`config.mk`:
```
export PLATFORM = sky130hd
export DESIGN_NAME = qsys_avalon_st_framing_buffer
export DESIGN_NICKNAME = d
export VERILOG_FILES = /design/src/rtl/qsys_avalon_st_framing_buffer_pkg.sv /design/src/rtl/qsys_avalon_st_skid_buffer_2.sv /design/src/rtl/qsys_avalon_st_framing_buffer.sv
export SDC_FILE = /design/constraint.sdc
export NUM_CORES = 1
export LEC_CHECK = 0
export CORE_UTILIZATION = 45
export DETAILED_ROUTE_END_ITERATION = 6
export GPL_TIMING_DRIVEN = 0
export PLACE_DENSITY_LB_ADDON = 0.08
export SLEW_MARGIN = 20
export SYNTH_ARGS = -nofsm -noshare
export SYNTH_HDL_FRONTEND = slang
export SYNTH_SLANG_ARGS = --single-unit
```
`constraint.sdc`:
```
create_clock -name clk -period 3 [get_ports clk]
set_input_delay 0.75 -clock clk [delete_from_list [all_inputs] [get_ports clk]]
set_output_delay 0.75 -clock clk [all_outputs]
set_load 0.01 [all_outputs]
```
`src/rtl/qsys_avalon_st_framing_buffer_pkg.sv`:
```
// Shared types and constants for the Avalon-ST framing buffer.
// Optional statistics are enabled by QSYS_AVALON_ST_FRAMING_STATS_EN.
package qsys_avalon_st_framing_buffer_pkg;

    typedef enum logic {
        ST_IDLE   = 1'b0,
        ST_IN_PKT = 1'b1
    } frame_state_e;

    localparam int STATS_W      = 16;
    localparam int BEAT_DATA_W  = 32;
    localparam int BEAT_EMPTY_W = 2;

    // Field order here is the packing order used for every stored beat.
    typedef struct packed {
        logic [BEAT_DATA_W-1:0]  data;
        logic                    sop;
        logic                    eop;
        logic [BEAT_EMPTY_W-1:0] empty;
    } beat_t;

endpackage

```
`src/rtl/qsys_avalon_st_skid_buffer_2.sv`:
```
// Two-entry skid buffer with registered ready; head entry drives the output
// directly so a push into an empty buffer is visible right after the edge.
module qsys_avalon_st_skid_buffer_2 #(
    parameter int W = 36
) (
    input  logic         clk,
    input  logic         reset,
    input  logic         push_i,
    input  logic [W-1:0] push_data_i,
    output logic         ready_o,
    input  logic         pop_i,
    output logic         valid_o,
    output logic [W-1:0] data_o
);

    logic [1:0]   count_q, count_d;
    logic [W-1:0] head_q, head_d;
    logic [W-1:0] tail_q, tail_d;
    logic         ready_q, ready_d;
    logic         push_ok, pop_ok;

    assign push_ok = push_i && ready_q;
    assign pop_ok  = pop_i && (count_q != 2'd0);

    always_comb begin
        head_d  = head_q;
        tail_d  = tail_q;
        count_d = count_q;
        unique case ({push_ok, pop_ok})
            2'b10: begin
                if (count_q == 2'd0) head_d = push_data_i;
                else                 tail_d = push_data_i;
                count_d = count_q + 2'd1;
            end
            2'b01: begin
                head_d  = tail_q;
                count_d = count_q - 2'd1;
            end
            2'b11: begin
                // Count is 1 here: ready is low whenever both entries are full.
                head_d = push_data_i;
            end
            default: ;
        endcase
        ready_d = (count_d < 2'd2);
    end

    always_ff @(posedge clk or posedge reset) begin
        if (reset) begin
            count_q <= 2'd0;
            head_q  <= '0;
            tail_q  <= '0;
            ready_q <= 1'b0;
        end else begin
            count_q <= count_d;
            head_q  <= head_d;
            tail_q  <= tail_d;
            ready_q <= ready_d;
        end
    end

    assign ready_o = ready_q;
    assign valid_o = (count_q != 2'd0);
    assign data_o  = head_q;

endmodule

```
`src/rtl/qsys_avalon_st_framing_buffer.sv`:
```
// Avalon-ST framing checker in front of a 2-entry skid buffer: drops beats
// outside a packet and flags framing errors. Stats ports: QSYS_AVALON_ST_FRAMING_STATS_EN.
module qsys_avalon_st_framing_buffer
    import qsys_avalon_st_framing_buffer_pkg::*;
#(
    parameter int DATA_W  = BEAT_DATA_W,
    parameter int EMPTY_W = BEAT_EMPTY_W
) (
    input  logic               clk,
    input  logic               reset,
    output logic               in_ready,
    input  logic               in_valid,
    input  logic [DATA_W-1:0]  in_data,
    input  logic               in_startofpacket,
    input  logic               in_endofpacket,
    input  logic [EMPTY_W-1:0] in_empty,
    input  logic               out_ready,
    output logic               out_valid,
    output logic [DATA_W-1:0]  out_data,
    output logic               out_startofpacket,
    output logic               out_endofpacket,
    output logic [EMPTY_W-1:0] out_empty,
    output logic               framing_err
`ifdef QSYS_AVALON_ST_FRAMING_STATS_EN
    ,
    output logic [STATS_W-1:0] drop_count,
    output logic [STATS_W-1:0] pkt_count
`endif
);

    // Same layout as beat_t, sized by this instance's parameters.
    typedef struct packed {
        logic [DATA_W-1:0]  data;
        logic               sop;
        logic               eop;
        logic [EMPTY_W-1:0] empty;
    } beat_w_t;

    localparam int BW = $bits(beat_w_t);

    frame_state_e state_q, state_d;
    logic         err_q, err_d;
    logic         accept, keep, out_xfer;
    beat_w_t      push_beat, head_beat;
    logic [BW-1:0] head_flat;

    assign accept   = in_valid && in_ready;
    assign keep     = accept && ((state_q == ST_IN_PKT) || in_startofpacket);
    assign out_xfer = out_valid && out_ready;

    always_comb begin
        state_d = state_q;
        err_d   = 1'b0;
        if (accept) begin
            unique case (state_q)
                ST_IDLE: begin
                    if (in_startofpacket)
                        state_d = in_endofpacket ? ST_IDLE : ST_IN_PKT;
                    else
                        err_d = 1'b1;
                end
                ST_IN_PKT: begin
                    err_d   = in_startofpacket;
                    state_d = in_endofpacket ? ST_IDLE : ST_IN_PKT;
                end
                default: state_d = ST_IDLE;
            endcase
        end
    end

    always_ff @(posedge clk or posedge reset) begin
        if (reset) begin
            state_q <= ST_IDLE;
            err_q   <= 1'b0;
        end else begin
            state_q <= state_d;
            err_q   <= err_d;
        end
    end

    always_comb begin
        push_beat.data  = in_data;
        push_beat.sop   = in_startofpacket;
        push_beat.eop   = in_endofpacket;
        push_beat.empty = in_endofpacket ? in_empty : '0;
    end

    qsys_avalon_st_skid_buffer_2 #(
        .W (BW)
    ) u_skid (
        .clk         (clk),
        .reset       (reset),
        .push_i      (keep),
        .push_data_i (push_beat),
        .ready_o     (in_ready),
        .pop_i       (out_xfer),
        .valid_o     (out_valid),
        .data_o      (head_flat)
    );

    assign head_beat         = beat_w_t'(head_flat);
    assign out_data          = head_beat.data;
    assign out_startofpacket = head_beat.sop;
    assign out_endofpacket   = head_beat.eop;
    assign out_empty         = head_beat.empty;
    assign framing_err       = err_q;

`ifdef QSYS_AVALON_ST_FRAMING_STATS_EN
    logic [STATS_W-1:0] drop_q, pkt_q;

    always_ff @(posedge clk or posedge reset) begin
        if (reset) begin
            drop_q <= '0;
            pkt_q  <= '0;
        end else begin
            if (accept && !keep && (drop_q != '1)) drop_q <= drop_q + 1'b1;
            if (out_xfer && out_endofpacket)       pkt_q  <= pkt_q + 1'b1;
        end
    end

    assign drop_count = drop_q;
    assign pkt_count  = pkt_q;
`endif

endmodule

```
==> reports/metrics.cfg <==
[cts]
clock-sinks = 77
cts_htree_levels = 3
cts_resized = 0
cts_root_buf = clkbuf_8
clk_pin_slew_worst_paths_ns = 0.08
postCtsSetupRepairBufs = 0
cts_buffers = 9
postCtsHoldBufs = 0
cts_buffer_depth = 2
cts_tree = yes
insertion_delay_ns = 0.34

[sta]
period_needed_ns = 2.80
finClkSkew_ns = 0.00838
final_max_slew_viol_count = 0
max_slew_margin_pct = 54.0
timing.final.crit_share_pct = 93.2
hold_violations = 0
worstMarginPinSlew_ns = 0.690
rsz0062_at_grt = no
setup_violations = 0
tns_ns = 0
fmax_mhz = 357
holdWs_ns = 0.489

[synth]
ys_seq_area_share_pct = 57.3
syn_inst = 226
synth-seq-cells = 77
syn-num-nets = 269
yosys_warnings = 0
ys_types = 19
avgSynthCellArea_um2 = 14.9
syn-cell-area_um2 = 3360

[global_routing]
gr-usage-all-layers_pct = 17.0
grt_pass1_vias = 2058
antenna_found_initial = 0
grt-ovfl-total = 0
grt_pass1_wl_um = 9830
grt_max_degree = 40

[pwr]
total_power_w = 0.00453
ir_drop_uv = 450
leakagePower_nw = 1.88
p_per_area_nw_per_um2 = 1010

[die]
core-area_um2 = 7250
row_count = 31
initial_core_util_pct = 46.3
io_pins = 79
fp.dieArea_um2 = 7820
die_w_um = 88.4
die_h_um = 88.4

[detailed_routing]
wl_per_cell_um = 14.3
drt_iter0_drc = 53
wl_um = 6030
viasPerCell = 4.90
vias = 2058
antenna_left = 0
drc_errors = 2
drt_pass1_iterations = 5

[finish]
fillCellCount = 615
final_cell_mix = mux2_2, clkdlybuf4s50_1, dfrtp_1
n_antenna_cell = 0
fin_cells = 420
fin_util_pct = 61.8
syn2layout_area_growth_pct = 33.3
regArea_um2 = 1930
layout_commonest_cell = mux2_2
drive_above_1_share_pct = 38.6
multiInputGateArea_um2 = 1350
nNetsFinal = 359

[placed_design]
placedCellCount = 404
port_buffers = 78
dp_hpwl_um = 4220
routabilityCongestion = 0.690

[setup_path]
crit_top_cell = ha_1
critPathCaptureType = register
cp-start-kind = input port
path_cells = clkdlybuf4s50_1, inv_1, ha_1, or2_2, ha_1, clkbuf_1, mux2_2, mux2_1
slowest_stage = clkdlybuf4s50_1
cp.required_ns = 3.23
critical_path_peak_fanout = 10
setup.worst_path.class = in2reg
critPathMaxStageDelay_ns = 0.49
cp.arrival_ns = 3.03

[flow_run]
drv_cap = 0

[outcome]
status = complete, but fails checks
violations = DRC

[hold_path]
min_path_type = reg2reg

[cells in the mapped netlist]
library cell    n  area, um2
a31oi_1         2       12.5
buf_1           1       3.75
buf_2           2       10.0
buf_6           3       33.8
clkbuf_1        5       18.8
dfrtp_1        77       1930
ha_1            3       37.5
inv_1           5       18.8
mux2_1          2       22.5
mux2_2        100       1130
nand2_1         9       33.8
nor2_1          2       7.51
o21ai_0         7       35.0
o21ai_1         1       5.00
o31ai_4         1       21.3
or2_1           1       6.26
or2_2           1       6.26
xnor2_1         3       26.3
xor2_1          1       8.76
[through the flow]
| step | instance area [um2] | worst slack (ns) |
|---|---|---|
| 3_3_place_gp | 4270 | -1.07 |
| 3_5_place_dp | 4290 | -0.180 |
| 5_1_grt | 4480 | 0.0390 |
| 4_1_cts | 4480 | 0.188 |
| 2_1_floorplan | 3360 | 0.283 |
| 6_report | 4480 | 0.203 |
[sequential cells by signal (all words and copies together), names as in the netlist, named ones only]
name	cells
framing_err	1
state_q	1
u_skid.count_q	1
u_skid.data_o	36
u_skid.ready_o	1
u_skid.tail_q	36
[path summary, 6_finish.rpt]
path / start / to / slack (ns) / cells past startpoint
worst max-delay path: in_startofpacket / u_skid.data_o[24] / 0.20 / 8
worst min register to register: u_skid.tail_q[3] / u_skid.tail_q[3] / 0.49 / 2
worst max register to register: state_q / u_skid.data_o[8] / 0.73 / 7
worst min-delay path: u_skid.tail_q[3] / u_skid.tail_q[3] / 0.49 / 2
max in group asynchronous: reset / u_skid.data_o[26] / 1.65 / 3
min in group asynchronous: reset / u_skid.data_o[12] / 0.78 / 2
[per-layer routing]
| metal | share of wire, % | vias to the layer above | GRT usage (%) |
|---|---|---|---|
| li1 | - | 975 | - |
| met1 | 45 | 1028 | 21.7 |
| met2 | 48 | 47 | 27.5 |
| met3 | 5.2 | 8 | 4.57 |
| met4 | 1.2 | 0 | 7.48 |
| met5 | 0 | - | 0 |
[kinds of logic after synthesis]
logic type | synth area share, %
flip-flops | 57.3
multiplexers | 34.2
AO/OA/AOI/OAI | 2.20
XOR/XNOR | 1.04
AND/OR/NAND/NOR | 1.60
buffers and inverters | 2.53
adder cells (fa/ha/maj) | 1.12
[report_power, final]
part,total (W),internal (W),leakage [nW],switching [W]
clock network,0.000760,0.000383,0.0923,0.000377
registers,0.00182,0.00157,0.925,0.000251
logic,0.00195,0.00124,0.865,0.000710
total,0.00453,0.00319,1.88,0.00134
[final cells by class]
type,count,area share (%)
Clock buffer,10,2.85
Multi-Input combinational cell,133,30.1
Tap cell,99,2.77
Timing Repair Buffer,79,17.9
Clock inverter,6,1.42
Buffer,11,1.48
Sequential cell,77,43.0
Inverter,5,0.475
[worst max-delay path, delay by kind of cell]
kind | cells | cell delay [ns]
buffers and inverters | 3 | 0.85
and+or+nand+nor | 1 | 0.32
adders and majority gates | 2 | 0.46
muxes | 2 | 0.64
Note: power is estimated with default switching activity, not from simulation.
